--- src/rtl/cq_dispatch_arbiter_pkg.sv ---
// Shared sizing defaults and types for the CQ dispatch arbiter.
package chronos;

    localparam int DEF_N_THREADS         = 32;
    localparam int DEF_LOG_CQ_SLICE_SIZE = 7;
    localparam int DEF_CQ_SLOTS          = 2 ** DEF_LOG_CQ_SLICE_SIZE;
    localparam int DEF_THREAD_ID_W       = $clog2(DEF_N_THREADS);

    typedef logic [DEF_LOG_CQ_SLICE_SIZE-1:0] cq_slot_t;
    typedef logic [DEF_THREAD_ID_W-1:0]       thread_id_t;

    typedef enum logic [1:0] {
        INIT  = 2'd0,
        RUN   = 2'd1,
        DRAIN = 2'd2
    } dispatch_state_t;

endpackage

--- src/rtl/cq_dispatch_arbiter_free_list.sv ---
// Free list of CQ slot IDs: synchronous FIFO of 2**LOG_DEPTH entries with occupancy count.
module cq_slot_free_list
    import chronos::*;
#(
    parameter int LOG_DEPTH = DEF_LOG_CQ_SLICE_SIZE
) (
    input  logic                 clk,
    input  logic                 rst,
    input  logic                 push,
    input  logic [LOG_DEPTH-1:0] push_data,
    input  logic                 pop,
    output logic [LOG_DEPTH-1:0] pop_data,
    output logic [LOG_DEPTH:0]   count
);
    localparam int DEPTH = 2 ** LOG_DEPTH;
    localparam logic [LOG_DEPTH:0] FULL_W = (LOG_DEPTH+1)'(DEPTH);
    localparam logic [LOG_DEPTH:0] ONE_W  = (LOG_DEPTH+1)'(1);

    logic [LOG_DEPTH-1:0] mem_r [DEPTH];
    logic [LOG_DEPTH-1:0] wr_ptr_r;
    logic [LOG_DEPTH-1:0] rd_ptr_r;
    logic [LOG_DEPTH:0]   count_r;
    logic                 do_push_s;
    logic                 do_pop_s;

    // Pops read stored entries only, so an empty list never forwards a same-cycle push.
    assign do_pop_s  = pop && (count_r != '0);
    assign do_push_s = push && (count_r != FULL_W);
    assign pop_data  = mem_r[rd_ptr_r];
    assign count     = count_r;

    // Pointer and count bookkeeping; pointers wrap naturally at the power-of-two depth.
    always_ff @(posedge clk) begin
        if (rst) begin
            wr_ptr_r <= '0;
            rd_ptr_r <= '0;
            count_r  <= '0;
        end else begin
            wr_ptr_r <= do_push_s ? wr_ptr_r + {{(LOG_DEPTH-1){1'b0}}, 1'b1} : wr_ptr_r;
            rd_ptr_r <= do_pop_s  ? rd_ptr_r + {{(LOG_DEPTH-1){1'b0}}, 1'b1} : rd_ptr_r;
            case ({do_push_s, do_pop_s})
                2'b10:   count_r <= count_r + ONE_W;
                2'b01:   count_r <= count_r - ONE_W;
                default: count_r <= count_r;
            endcase
        end
    end

    // Storage array.
    always_ff @(posedge clk) begin
        if (do_push_s) begin
            mem_r[wr_ptr_r] <= push_data;
        end
    end

endmodule

--- src/rtl/cq_dispatch_arbiter.sv ---
// Round-robin dispatch arbiter sharing one tile's task-queue dequeue port and CQ slice.
// Build macro DISPATCH_STATS_EN adds the stat_stall_cycles counter output.
module cq_dispatch_arbiter
    import chronos::*;
#(
    parameter int N_THREADS         = DEF_N_THREADS,
    parameter int LOG_CQ_SLICE_SIZE = DEF_LOG_CQ_SLICE_SIZE
) (
    input  logic                         clk,
    input  logic                         rst,
    input  logic [N_THREADS-1:0]         thread_req,
    output logic [N_THREADS-1:0]         thread_gnt,
    output logic [LOG_CQ_SLICE_SIZE-1:0] gnt_slot,
    input  logic                         tq_valid,
    output logic                         tq_deq,
    input  logic                         cq_release_valid,
    input  logic [LOG_CQ_SLICE_SIZE-1:0] cq_release_slot,
    input  logic [LOG_CQ_SLICE_SIZE:0]   cfg_cq_limit,
    input  logic                         cfg_drain,
    output logic                         drained,
    output logic [LOG_CQ_SLICE_SIZE:0]   occupancy,
    output logic                         init_done,
`ifdef DISPATCH_STATS_EN
    output logic [31:0]                  stat_stall_cycles,
`endif
    output logic                         err_release
);
    localparam int LG = LOG_CQ_SLICE_SIZE;
    localparam int CQ_SLOTS = 2 ** LG;
    localparam int TW = (N_THREADS > 1) ? $clog2(N_THREADS) : 1;
    localparam logic [1:0]    ST_INIT  = INIT;
    localparam logic [1:0]    ST_RUN   = RUN;
    localparam logic [1:0]    ST_DRAIN = DRAIN;
    localparam logic [LG-1:0] LAST_SLOT = LG'(CQ_SLOTS - 1);
    localparam logic [LG:0]   SLOTS_W   = (LG+1)'(CQ_SLOTS);
    localparam logic [LG:0]   OCC_ONE   = (LG+1)'(1);
    localparam logic [TW:0]   NT_W      = (TW+1)'(N_THREADS);
    localparam logic [TW-1:0] LAST_THR  = TW'(N_THREADS - 1);

    logic [1:0]           state_r;
    logic [1:0]           state_nxt_s;
    logic [LG-1:0]        init_cnt_r;
    logic [TW-1:0]        rr_ptr_r;
    logic [N_THREADS-1:0] thread_gnt_r;
    logic [LG-1:0]        gnt_slot_r;
    logic                 tq_deq_r;
    logic                 drained_r;
    logic [LG:0]          occupancy_r;
    logic [LG:0]          occ_nxt_s;
    logic                 init_done_r;
    logic                 err_release_r;
    logic [N_THREADS-1:0] masked_req_s;
    logic                 pick_found_s;
    logic [TW-1:0]        pick_idx_s;
    logic                 fire_s;
    logic                 rel_ok_s;
    logic                 fl_push_s;
    logic [LG-1:0]        fl_push_data_s;
    logic [LG-1:0]        fl_pop_data_s;
    logic [LG:0]          fl_count_s;

    cq_slot_free_list #(.LOG_DEPTH(LG)) u_free_list (
        .clk       (clk),
        .rst       (rst),
        .push      (fl_push_s),
        .push_data (fl_push_data_s),
        .pop       (fire_s),
        .pop_data  (fl_pop_data_s),
        .count     (fl_count_s)
    );

    // INIT loads slot IDs in order; afterwards only accepted releases refill the list.
    assign fl_push_s      = (state_r == ST_INIT) || rel_ok_s;
    assign fl_push_data_s = (state_r == ST_INIT) ? init_cnt_r : cq_release_slot;
    assign masked_req_s   = thread_req & ~thread_gnt_r;

    assign fire_s = (state_r == ST_RUN) && !cfg_drain && tq_valid && (fl_count_s != '0)
                  && (occupancy_r < cfg_cq_limit) && pick_found_s;
    assign rel_ok_s = cq_release_valid && (state_r != ST_INIT) && (occupancy_r != '0)
                    && (fl_count_s != SLOTS_W);

    // Circular scan of unmasked requests starting at the round-robin pointer.
    always_comb begin : rr_scan
        logic [TW:0] idx_v;
        logic        hit_v;
        pick_found_s = 1'b0;
        pick_idx_s   = '0;
        idx_v        = '0;
        hit_v        = 1'b0;
        for (int k = 0; k < N_THREADS; k++) begin
            idx_v        = {1'b0, rr_ptr_r} + (TW+1)'(k);
            idx_v        = (idx_v >= NT_W) ? idx_v - NT_W : idx_v;
            hit_v        = !pick_found_s && masked_req_s[idx_v[TW-1:0]];
            pick_idx_s   = hit_v ? idx_v[TW-1:0] : pick_idx_s;
            pick_found_s = pick_found_s | hit_v;
        end
    end

    // Next control state.
    always_comb begin
        case (state_r)
            ST_INIT:  state_nxt_s = (init_cnt_r == LAST_SLOT) ? ST_RUN : ST_INIT;
            ST_RUN:   state_nxt_s = cfg_drain ? ST_DRAIN : ST_RUN;
            ST_DRAIN: state_nxt_s = cfg_drain ? ST_DRAIN : ST_RUN;
            default:  state_nxt_s = ST_INIT;
        endcase
    end

    // Next occupancy; a simultaneous grant and release cancel out.
    always_comb begin
        case ({fire_s, rel_ok_s})
            2'b10:   occ_nxt_s = occupancy_r + OCC_ONE;
            2'b01:   occ_nxt_s = occupancy_r - OCC_ONE;
            default: occ_nxt_s = occupancy_r;
        endcase
    end

    // Control state, registered grant outputs and status flags.
    always_ff @(posedge clk) begin
        if (rst) begin
            state_r       <= ST_INIT;
            init_cnt_r    <= '0;
            rr_ptr_r      <= '0;
            thread_gnt_r  <= '0;
            gnt_slot_r    <= '0;
            tq_deq_r      <= 1'b0;
            drained_r     <= 1'b0;
            occupancy_r   <= '0;
            init_done_r   <= 1'b0;
            err_release_r <= 1'b0;
        end else begin
            state_r       <= state_nxt_s;
            init_cnt_r    <= (state_r == ST_INIT) ? init_cnt_r + {{(LG-1){1'b0}}, 1'b1} : init_cnt_r;
            init_done_r   <= init_done_r | ((state_r == ST_INIT) && (init_cnt_r == LAST_SLOT));
            thread_gnt_r  <= fire_s ? ({{(N_THREADS-1){1'b0}}, 1'b1} << pick_idx_s) : '0;
            gnt_slot_r    <= fire_s ? fl_pop_data_s : gnt_slot_r;
            tq_deq_r      <= fire_s;
            rr_ptr_r      <= !fire_s ? rr_ptr_r :
                             (pick_idx_s == LAST_THR) ? '0 : pick_idx_s + {{(TW-1){1'b0}}, 1'b1};
            occupancy_r   <= occ_nxt_s;
            drained_r     <= (state_nxt_s == ST_DRAIN) && (occ_nxt_s == '0);
            err_release_r <= err_release_r | (cq_release_valid & ~rel_ok_s);
        end
    end

    assign thread_gnt  = thread_gnt_r;
    assign gnt_slot    = gnt_slot_r;
    assign tq_deq      = tq_deq_r;
    assign drained     = drained_r;
    assign occupancy   = occupancy_r;
    assign init_done   = init_done_r;
    assign err_release = err_release_r;

`ifdef DISPATCH_STATS_EN
    logic [31:0] stall_cnt_r;
    logic        stall_s;

    assign stall_s = (state_r == ST_RUN) && (|thread_req) && tq_valid
                   && ((fl_count_s == '0) || (occupancy_r >= cfg_cq_limit));

    // Saturating count of dispatch cycles lost to an empty free list or reached limit.
    always_ff @(posedge clk) begin
        if (rst) begin
            stall_cnt_r <= 32'd0;
        end else if (stall_s && (stall_cnt_r != 32'hFFFF_FFFF)) begin
            stall_cnt_r <= stall_cnt_r + 32'd1;
        end else begin
            stall_cnt_r <= stall_cnt_r;
        end
    end

    assign stat_stall_cycles = stall_cnt_r;
`endif

endmodule

--- config.mk ---
export PLATFORM = sky130hd
export DESIGN_NAME = cq_dispatch_arbiter
export DESIGN_NICKNAME = d
export VERILOG_FILES = /design/src/rtl/cq_dispatch_arbiter_pkg.sv /design/src/rtl/cq_dispatch_arbiter_free_list.sv /design/src/rtl/cq_dispatch_arbiter.sv
export SDC_FILE = /design/constraint.sdc
export NUM_CORES = 1
export LEC_CHECK = 0
export CAP_MARGIN = 20
export CORE_MARGIN = 2
export CORE_UTILIZATION = 40
export DETAILED_ROUTE_END_ITERATION = 12
export GPL_ROUTABILITY_DRIVEN = 0
export HOLD_SLACK_MARGIN = 0.06
export MAX_ROUTING_LAYER = met4
export PLACE_DENSITY_LB_ADDON = 0.15
export SLEW_MARGIN = 0
export SYNTH_ARGS = -nofsm -noshare
export SYNTH_HDL_FRONTEND = slang
export SYNTH_SLANG_ARGS = --single-unit
export TNS_END_PERCENT = 1
--- constraint.sdc ---
create_clock -name clk -period 20.1 [get_ports clk]
set_input_delay 4.02 -clock clk [delete_from_list [all_inputs] [get_ports clk]]
set_output_delay 4.02 -clock clk [all_outputs]
set_load 0.01 [all_outputs]
# Yosys cells after proc, flatten, opt, wreduce, memory -nomap -nowiden
# Memories as Yosys holds them, arrays and structs flattened. A register that Yosys moved wholly into a read port is not among the register bits.
# Index checks and enable logic that the tools add are counted.
dict set report totals {
  ff_bits 80
  ramBits 896
  inputBits 52
  elab_cells 419
  n_memories 1
}
# memory depth width read_ports rd_clocked_by_memory_dff write_ports line
set mem_list {}
lappend mem_list {u_free_list.mem_r 128 7 1 1 1 cq_dispatch_arbiter_free_list.sv:19} ;# logic [LOG_DEPTH-1:0] mem_r [DEPTH];
dict set report op_classes {
  add_sub_neg 71
  n_lt_le_gt_ge 65
  eq_ne 10
  n_shift 1
  mux 137
  bitwise 38
  n_reduce_logical 84
}
# cell count
set op_table {}
lappend op_table {{two-way mux 5 bit} 65}
lappend op_table {{< comparator 5 x 6 -> 1 bit, second input constant} 32}
lappend op_table {{>= comparator 6 bit, second input constant} 31}
lappend op_table {{binary-select mux 1 bit (select 5 bit)} 32}
lappend op_table {{subtractor 5 x 1 -> 5 bit, second input constant} 32}
lappend op_table {{adder 5 x 5 -> 6 bit, second input constant} 16}
lappend op_table {{adder 5 x 4 -> 6 bit, second input constant} 8}
lappend op_table {{logical AND 1 bit} 43}
lappend op_table {{two-way mux 1 bit} 35}
lappend op_table {{bitwise OR 1 bit} 33}
lappend op_table {{bitwise AND 32 bit} 1}
lappend op_table {{logical NOT 1 bit} 32}
lappend op_table {{NOT 32 bit} 1}
lappend op_table {{case mux 8 bit (2 select lines)} 2}
lappend op_table {{<< shifter 1 x 5 -> 32 bit, first input constant} 1}
lappend op_table {{adder 5 x 3 -> 6 bit, second input constant} 4}
lappend op_table {{adder 7 x 1 -> 7 bit, second input constant} 3}
lappend op_table {{adder 8 x 1 -> 8 bit, second input constant} 2}
lappend op_table {{nonzero test 8 bit} 2}
lappend op_table {{subtractor 8 x 1 -> 8 bit, second input constant} 2}
lappend op_table {{adder 5 x 2 -> 6 bit, second input constant} 2}
lappend op_table {{equality test 2 bit, second input constant} 4}
lappend op_table {{logical NOT 8 bit} 1}
lappend op_table {{< comparator 8 bit} 1}
lappend op_table {{other kinds (16)} 21}

# Depth between registers and ports, before layout
# Gate-level depths: netlist of the first run.
dict set report logic_depth {
  word_depth 102
  ltp_mapped 34
  ltp_nobuf 25
}

# Cells and area by module
# Synthesis of the first run repeated with hierarchy kept, for this count alone.
dict set report unflattened {
  hier_cells 2884
  hier_area_um2 45805.2
}
# module instances cells_each area_per_inst_um2 seq_area_each_um2
set modules_own_cells {}
lappend modules_own_cells {cq_slot_free_list 1 1610 36013.3 27486.4}
lappend modules_own_cells {cq_dispatch_arbiter 1 1274 9791.9 1301.2}

# Worst setup path before layout of the first run
# No wires, ideal clock.
dict set report synth_path {
  path_kind {input -> register}
  startpoint {input port thread_req[8]}
  endpoint {register u_free_list.count_r[7] (netlist: u_free_list.count[7])}
  setup_ns 0.070
  t_arrival_ns 9.696
  t_required_ns 20.030
  slack_ns 10.333
  stages 24
  n_path_buf 3
  cell_sequence {nor2b_1 mux2_2 mux4_2 mux4_2 nand3b_1 or4b_1 or3_1 or2_1 buf_6 o21ai_0 clkbuf_1 inv_1 clkbuf_1 ha_1 ha_1 a21o_1 a21o_1 a21o_1 a21oi_1 o21bai_1 a21oi_1 xnor2_1 or3_1 a21oi_1}
}
dict set report synth_via {
  elab_chain_len 100
  word_cells_on_any_way 164
  classes_between {eq/ne: 2; mux: 65; bitwise: 32; reduce/logical: 65}
}
# item line
set synth_lines {}
lappend synth_lines {{start: declaration} cq_dispatch_arbiter.sv:11} ;# input logic [N_THREADS-1:0] thread_req,
lappend synth_lines {{bitwise AND 32 bit (*)} cq_dispatch_arbiter.sv:75} ;# assign masked_req_s = thread_req & ~thread_gnt_r;
lappend synth_lines {{binary-select mux 1 bit (select 5 bit)} cq_dispatch_arbiter.sv:93} ;# hit_v = !pick_found_s && masked_req_s[idx_v[TW-1:0]];
lappend synth_lines {{two-way mux 1 bit (implied by the code)} cq_dispatch_arbiter.sv:93}
lappend synth_lines {{logical NOT 1 bit} cq_dispatch_arbiter.sv:93}
lappend synth_lines {{logical AND 1 bit} cq_dispatch_arbiter.sv:93}
lappend synth_lines {{bitwise OR 1 bit} cq_dispatch_arbiter.sv:95} ;# pick_found_s = pick_found_s | hit_v;
lappend synth_lines {{logical NOT 1 bit} cq_dispatch_arbiter.sv:93}
lappend synth_lines {{logical AND 1 bit} cq_dispatch_arbiter.sv:93}
lappend synth_lines {{[... 85 more ...]} --}
lappend synth_lines {{logical NOT 1 bit} cq_dispatch_arbiter.sv:93}
lappend synth_lines {{logical AND 1 bit} cq_dispatch_arbiter.sv:93}
lappend synth_lines {{bitwise OR 1 bit (*)} cq_dispatch_arbiter.sv:95}
lappend synth_lines {{logical AND 1 bit (*)} cq_dispatch_arbiter.sv:78} ;# && (occupancy_r < cfg_cq_limit) && pick_found_s;
lappend synth_lines {{logical AND 1 bit (*)} cq_dispatch_arbiter_free_list.sv:27} ;# assign do_pop_s = pop && (count_r != '0);
lappend synth_lines {{net u_free_list.do_pop_s} cq_dispatch_arbiter_free_list.sv:24} ;# logic do_pop_s;
lappend synth_lines {{equality test 2 x 1 -> 1 bit / equality test 2 bit (equally long branches)} cq_dispatch_arbiter_free_list.sv:41} ;# case ({do_push_s, do_pop_s})
lappend synth_lines {{case mux 8 bit (2 select lines) / nonzero test 2 bit (equally long branches)} --}
lappend synth_lines {{end signal: assignment} cq_dispatch_arbiter_free_list.sv:42} ;# 2'b10: count_r <= count_r + ONE_W;
lappend synth_lines {{end signal: assignment} cq_dispatch_arbiter_free_list.sv:43} ;# 2'b01: count_r <= count_r - ONE_W;
lappend synth_lines {{end signal: assignment} cq_dispatch_arbiter_free_list.sv:44} ;# default: count_r <= count_r;
lappend synth_lines {{end: declaration} cq_dispatch_arbiter_free_list.sv:22} ;# logic [LOG_DEPTH:0] count_r;
# Mark *: on every way through the listed nets, which the timed path passes. The rest lies on a longest branch. The select of a mux whose other input is x is not followed.
# A chain may end at the register's enable or synchronous reset.

# Worst setup path in the final report of the first run
dict set report layout_path {
  startpoint {input port thread_req[5]}
  endpoint {register u_free_list.count_r[7] (netlist: u_free_list.count[7])}
}
dict set report layout_via {
  elab_chain_len 100
  word_cells_on_any_way 164
  classes_between {eq/ne: 2; mux: 65; bitwise: 32; reduce/logical: 65}
}
# item line
set layout_lines {}
lappend layout_lines {{bitwise AND 32 bit (*)} cq_dispatch_arbiter.sv:75}
lappend layout_lines {{binary-select mux 1 bit (select 5 bit)} cq_dispatch_arbiter.sv:93}
lappend layout_lines {{two-way mux 1 bit (implied by the code)} cq_dispatch_arbiter.sv:93}
lappend layout_lines {{logical NOT 1 bit} cq_dispatch_arbiter.sv:93}
lappend layout_lines {{logical AND 1 bit} cq_dispatch_arbiter.sv:93}
lappend layout_lines {{bitwise OR 1 bit} cq_dispatch_arbiter.sv:95}
lappend layout_lines {{logical NOT 1 bit} cq_dispatch_arbiter.sv:93}
lappend layout_lines {{logical AND 1 bit} cq_dispatch_arbiter.sv:93}
lappend layout_lines {{[... 84 more ...]} --}
lappend layout_lines {{bitwise OR 1 bit} cq_dispatch_arbiter.sv:95}
lappend layout_lines {{logical NOT 1 bit} cq_dispatch_arbiter.sv:93}
lappend layout_lines {{logical AND 1 bit} cq_dispatch_arbiter.sv:93}
lappend layout_lines {{bitwise OR 1 bit (*)} cq_dispatch_arbiter.sv:95}
lappend layout_lines {{logical AND 1 bit (*)} cq_dispatch_arbiter.sv:78}
lappend layout_lines {{logical AND 1 bit (*)} cq_dispatch_arbiter_free_list.sv:27}
lappend layout_lines {{equality test 2 x 1 -> 1 bit / equality test 2 bit (equally long branches)} cq_dispatch_arbiter_free_list.sv:41}
lappend layout_lines {{case mux 8 bit (2 select lines) / nonzero test 2 bit (equally long branches)} --}
# Every way passes the cells marked *; elsewhere a longest branch is shown, timed or not. The select of a mux whose other input is x is not followed.

==> impl_metrics.ini, run 1 <==
[status]
outcome = finished clean

[sta]
relSlewSlack_pct = 23.87
setup-tns-final_ps = 0
worst_pin_slew_ps = 1142
max_freq_mhz = 96.78
layout_min_cycle_time_ps = 10330
hold_viol_final = 0
rsz0062_at_grt = no
fin_crit_sh_pct = 51.40
setup_violations = 0
finClkSkew_ps = 58.31
finalMaxSlewViolations = 0

[setup_path]
path_cells = clkdlybuf4s50_1 -> nor2b_1 -> mux4_2 -> mux2_2 -> a2bb2oi_1 -> nand2_1 -> nor3_1 -> nand4_1 -> or2_1 -> o21ai_2 -> buf_4 -> inv_1 -> ha_1 -> ha_1 -> a21o_1 -> a21o_1 -> a21o_1 -> a21oi_1 -> o21bai_1 -> a21oi_1 -> xnor2_1 -> or3_1 -> a21oi_1
reg2regPathDepth = 25
worstSetupStartpointType = primary input
cpPeakStageDelay_ps = 550
worstReg2RegStart = rr_ptr_r[0]
worstSetupStartpoint = thread_req[5]
path_buf_inv = 3
crit_family = simple AND/OR/NAND/NOR gates
crit_slowest_cell = nand4_1
timing.rr.end = u_free_list.count[7]
cp.arrival_ps = 10910
path_max_fanout = 21
crit_path_end_kind = flip-flop
critPathRequiredTime_ps = 20680
r2r_setup_slack_ps = 11470
timing_worst_setup_path_type = primary input to flip-flop

[worst_hold_path]
min_path_type = flip-flop to flip-flop
hp-start = err_release
hold_depth = 2
holdPathEnd = err_release

[floorplan]
die_h_um = 339.8
die_area_um2 = 115400
core_area_um2 = 112200
row_count = 123
initial_utilization_pct = 40.20
die_w_um = 339.8
io-pin-count = 103

[clocking]
cts_tree = built
clk_path_buf_depth = 3
cts_resized = 0
postCtsSetupBuffers = 0
clkLatencyLatePin_ps = 700
cts_root_buf = clkbuf_16
cts_buffers = 103
cts.clk_slew.worst_paths_ps = 60
hold_buffers = 0
htreeDepth = 3
cts.sinks = 983

[pwr]
intPower_w = 0.003351
power_leakage_nw = 16.08
p_sw_share_pct = 21.09
comb_power_share_pct = 3.6
vdd_drop_max_mv = 0.06419
clock_power_share_pct = 43.8
pwr-share-seq_pct = 52.5
power_density_nw_per_um2 = 83.28
p_sw_w = 0.0008955
power_w = 0.004247

[global_route]
grt_pass1_vias = 26052
grt_pass1_wl_um = 181000
gr-total-overflow = 0
grt_max_degree = 158
antenna_found_initial = 4
grt_usage_pct = 21.94

[route]
wl_met2_um = 58530
wl_met3_um = 7405
wl_per_cell_um = 28.26
wl_um = 123700
vias_per_cell = 6.005
drtIter0Drc = 3129
drt-met1-wl_um = 52990
vias = 26295
highest_layer = met4
dr.pass1.iters = 5
drcViolationCount = 0
antenna_left = 0

[synthesis]
syn_nets = 2816
ys_top_cells_by_area = edfxtp_1 (60%), mux4_2 (18%), dfxtp_1 (3.9%), nor2_1 (2.1%), mux2i_1 (1.6%)
syn_inst = 2716
synth_edf_count = 896
netlist.area_leader.share_pct = 59.66
synth_seq_cells = 983
yosysSeqAreaShare_pct = 63.53
yosys.area.top_type = edfxtp_1
yosys_warnings = 0
avgSynthCellArea_um2 = 16.60
synth.distinct_cells = 93
ys.flop_type = edfxtp_1
async_flop_share_pct = 0
syn-cell-area_um2 = 45100

[placed_design]
io_buffers = 102
dp_hpwl_um = 80970

[run]
drv_cap = 0

[final_layout]
nets = 2902
diodes = 0
area_growth_pct = 13.08
fill_cells = 9593
drive_above_1_share_pct = 20.77
## worst register-to-register path, stage by stage, from the launching register on
cell       delay, ps
dfxtp_4          450
inv_4            440
ha_1             830
xor2_1           380
buf_4            340
mux4_2           360
mux2_2           320
a2bb2oi_1        530
nand2_1          290
nor3_1           460
nand4_1          550
or2_1            540
o21ai_2          160
buf_4            280
inv_1            300
ha_1             400
ha_1             310
a21o_1           180
a21o_1           190
a21o_1           170
a21oi_1          200
o21bai_1         100
a21oi_1          190
xnor2_1          100
or3_1            300
a21oi_1          150
## Yosys cell counts (40+ instances only)
| library cell | number |
|---|---|
| inv_1 | 40 |
| nor2_1 | 258 |
| dfxtp_1 | 87 |
| o21ai_0 | 45 |
| mux4_2 | 357 |
| nor2b_1 | 45 |
| nand2_1 | 98 |
| a21oi_1 | 80 |
| xnor2_1 | 44 |
| edfxtp_1 | 896 |
| ha_1 | 46 |
| and2_1 | 40 |
| mux2i_1 | 71 |
| clkbuf_1 | 105 |
## per-layer routing
metal	vias up	GRT usage (%)
li1	11132	-
met1	13816	30.06
met2	1067	33.88
met3	280	2.979
met4	0	7.522
met5	-	-
## power by group through the flow
stage	Clock, W	Sequential (W)	Combinational (W)
detailed placement	0	0.00227	0.000151
global route	0.00197	0.00223	0.000162
finish	0.00186	0.00223	0.000154
CTS	0.00190	0.00223	0.000152
global placement	0	0.00227	0.000149
floorplan	0	0.00227	0.0000856
## kinds of logic (layout without fill, tap and decap cells)
logic type,count (synthesis),in the layout,share of synthesized area [%]
adders and majority gates,48,48,1.365
DFF,983,983,63.53
and+or+nand+nor,652,652,7.181
buffers and inverters,204,367,1.845
AOI/OAI and AO/OA,310,310,4.689
muxes,456,456,20.17
xor gates and xnor gates,63,63,1.224
## sequential cells by signal, summed over array words and instances, names as in the netlist, 2 cells and up
name                  count
state_r                   2
rr_ptr_r                  5
init_cnt_r                7
u_free_list.rd_ptr_r      7
gnt_slot                  7
u_free_list.mem_r       896
u_free_list.count         8
thread_gnt               32
u_free_list.wr_ptr_r      7
occupancy                 8
## area by class of cell
type / count / area, um^2 / area share (%)
repair buffers: 139 / 1316 / 2.581
inverters: 46 / 175.2 / 0.3435
clock inverters: 44 / 510.5 / 1.001
well taps: 1500 / 1877 / 3.680
clock buffers: 138 / 2779 / 5.450
flip-flops and latches: 983 / 28670 / 56.21
multi-input cells: 1529 / 15670 / 30.73
## cell usage in the layout (no fill, tap or decap), types with 8 or more instances in the layout
cell type,instances
nand4_1,15
nand3b_1,9
nand2_1,98
a21o_1,14
or3_1,14
mux2i_1,71
o21ai_0,44
nor3_1,21
xor2_1,19
nand2b_1,35
dfxtp_1,81
inv_1,40
clkinv_1,18
clkbuf_16,105
a22o_1,8
or2_2,14
xnor2_1,43
nor4_1,13
ha_1,46
nor2_1,258
and2_1,40
a21oi_1,80
clkbuf_1,29
nor2b_1,45
buf_4,34
clkinv_2,10
and4_1,9
mux2_2,18
clkdlybuf4s50_1,101
bufinv_16,8
mux4_2,357
o211ai_1,16
nand3_1,35
and3_1,8
a211oi_1,16
a2111oi_0,8
o22ai_1,25
edfxtp_1,896
## through the flow
stage / util [%] / std cells / worst slack, ps / cell area, um^2 / hold WS [ps]
finish: 45.45 / 4379 / 9768 / 50990 / 453.0
CTS: 45.44 / 4377 / 9948 / 50980 / 462.6
floorplan: - / 2716 / 10330 / 45100 / 467.8
detailed placement: 42.51 / 4195 / 9266 / 47690 / 451.6
global route: 45.45 / 4379 / 9354 / 50990 / 492.2
global placement: 42.51 / 4195 / 9177 / 47690 / 440.4
## worst max-delay path by stage
stage / end / slack [ps] / cells after the start
after global placement: u_free_list.count[7] / 9180 / 23
after floorplan: u_free_list.count[7] / 10330 / 24
final: u_free_list.count[7] / 9770 / 23
after CTS: u_free_list.count[7] / 9950 / 23
after detailed placement: u_free_list.count[7] / 9270 / 23
after global routing: u_free_list.count[7] / 9350 / 23
Note: power is estimated with default switching activity, not from simulation.
==> run 2: changes to the inputs <==
Clock period 20.1 ns to 10.7 ns, I/O delays scaled along.
==> impl_metrics.ini, run 2 (synthesized netlist as in run 1, its figures left out) <==
[status]
outcome = complete, but fails checks
violations = max-slew violations

[sta]
relSlewSlack_pct = -0.8829
finClkSkew_ps = 26.84
rsz0062_at_grt = no
hold_viol_final = 0
worst_pin_slew_ps = 1513
finalMaxSlewViolations = 16
layout_min_cycle_time_ps = 8080
fin_ws_ps = 2620
fin_crit_sh_pct = 75.51
setup_violations = 0
setup-tns-final_ps = 0
max_freq_mhz = 123.8

[final_layout]
final_common_cell = edfxtp_1
area_growth_pct = 12.93
nets = 2903
multi_input_area_um2 = 15670
regMostFlops = u_free_list.mem_r
drive_above_1_share_pct = 21.06
final_util_pct = 45.39
largest_reg_flops = 896
ff_latch_area_um2 = 28670
fill_cells = 9606
final_cell_mix = edfxtp_1 (896), mux4_2 (357), nor2_1 (258), clkbuf_16 (103), clkdlybuf4s50_1 (101)

[global_route]
grt_pass1_vias = 26295
grt_pass1_wl_um = 181900
antenna_found_initial = 3
grt_max_degree = 163
grt_usage_pct = 21.97
gr-total-overflow = 0

[worst_hold_path]
min_path_type = flip-flop to flip-flop

[pwr]
power_density_nw_per_um2 = 154.8
power_w = 0.007884
vdd_drop_max_mv = 0.1363
power_leakage_nw = 16.06

[setup_path]
cp.arrival_ps = 8670
crit_path_end_kind = flip-flop
timing_worst_setup_path_type = primary input to flip-flop
critPathRequiredTime_ps = 11290
worstSetupStartpointType = primary input
path_max_fanout = 12

[clocking]
htreeDepth = 3
clkLatencyLatePin_ps = 680
cts.clk_slew.worst_paths_ps = 60
cts_resized = 0
hold_buffers = 0
cts.sinks = 983
postCtsSetupBuffers = 0
cts_buffers = 102
cts_root_buf = clkbuf_16
cts_tree = built
clk_path_buf_depth = 3

[floorplan]
core_area_um2 = 112200
row_count = 123
initial_utilization_pct = 40.20
die_area_um2 = 115400
die_h_um = 339.8
die_w_um = 339.8
io-pin-count = 103

[route]
antenna_left = 0
vias_per_cell = 5.949
dr.pass1.iters = 6
drcViolationCount = 0
wl_per_cell_um = 28.23
vias = 26103
drtIter0Drc = 2732
wl_um = 123900

[run]
drv_cap = 0

[placed_design]
dp_hpwl_um = 80440
post-place-ws_ps = 2007
io_buffers = 102
[run 2: changes by cell type in the layout (fill, tap and decap cells not counted), moves of 2 or more]
cell	before	now
bufinv_16	8	5
clkbuf_1	29	22
clkbuf_16	105	103
clkbuf_4	2	0
clkinv_1	18	23
clkinv_16	3	1
clkinv_2	10	22
clkinv_4	3	0
clkinv_8	0	2
clkinvlp_4	2	4
inv_6	1	3
[run 2: path summary, 6_finish.rpt]
check / slack, ps / cells after the start / end / from
setup / recovery: 2620 / 22 / u_free_list.count[7] / thread_req[5]
setup reg to reg: 2780 / 24 / u_free_list.count[7] / rr_ptr_r[0]
hold / removal: 460 / 2 / err_release / err_release
hold reg to reg: 460 / 2 / err_release / err_release
[run 2: per-stage QoR]
step,hold slack (ps),area (um^2),std cells
3_5_place_dp,444.5,47730,4198
2_1_floorplan,467.8,45100,2716
6_report,456.3,50930,4388
3_3_place_gp,441.9,47730,4198
4_1_cts,452.4,50920,4386
5_1_grt,465.2,50920,4387
[run 2: where the power goes]
| part | switching [W] | internal (W) |
|---|---|---|
| Sequential | 0.00000841 | 0.00418 |
| Combinational | 0.000195 | 0.0000951 |
| Clock | 0.00149 | 0.00191 |
| Total | 0.00169 | 0.00619 |
[run 2: layer usage]
metal | GRT usage, % | up-vias | routed length [um]
li1 | - | 11131 | -
met1 | 29.37 | 13588 | 51830
met2 | 33.95 | 1106 | 58570
met3 | 3.814 | 278 | 8806
met4 | 7.882 | 0 | 4664
met5 | - | - | 0
[run 2: area by class of cell]
| cell class | count | share of cell area (%) |
|---|---|---|
| diodes | 1 | 0.004914 |
| clock buffers | 128 | 5.305 |
| clock inverters | 60 | 0.9607 |
| inverters | 46 | 0.3440 |
| multi-input cells | 1529 | 30.77 |
| flip-flops and latches | 983 | 56.29 |
| well taps | 1500 | 3.685 |
| repair buffers | 141 | 2.639 |
[run 2: worst max-delay path: stages]
cell	delay [ps]
clkdlybuf4s50_1	410
nor2b_1	250
mux2_2	340
mux4_2	540
mux4_2	600
nor3b_2	180
or4b_1	640
or3_1	460
or2_1	350
o21ai_2	190
inv_1	270
ha_1	420
ha_1	310
a21o_1	180
a21o_1	200
a21o_1	180
a21oi_1	220
o21bai_1	90
a21oi_1	170
xnor2_1	100
or3_1	310
a21oi_1	140
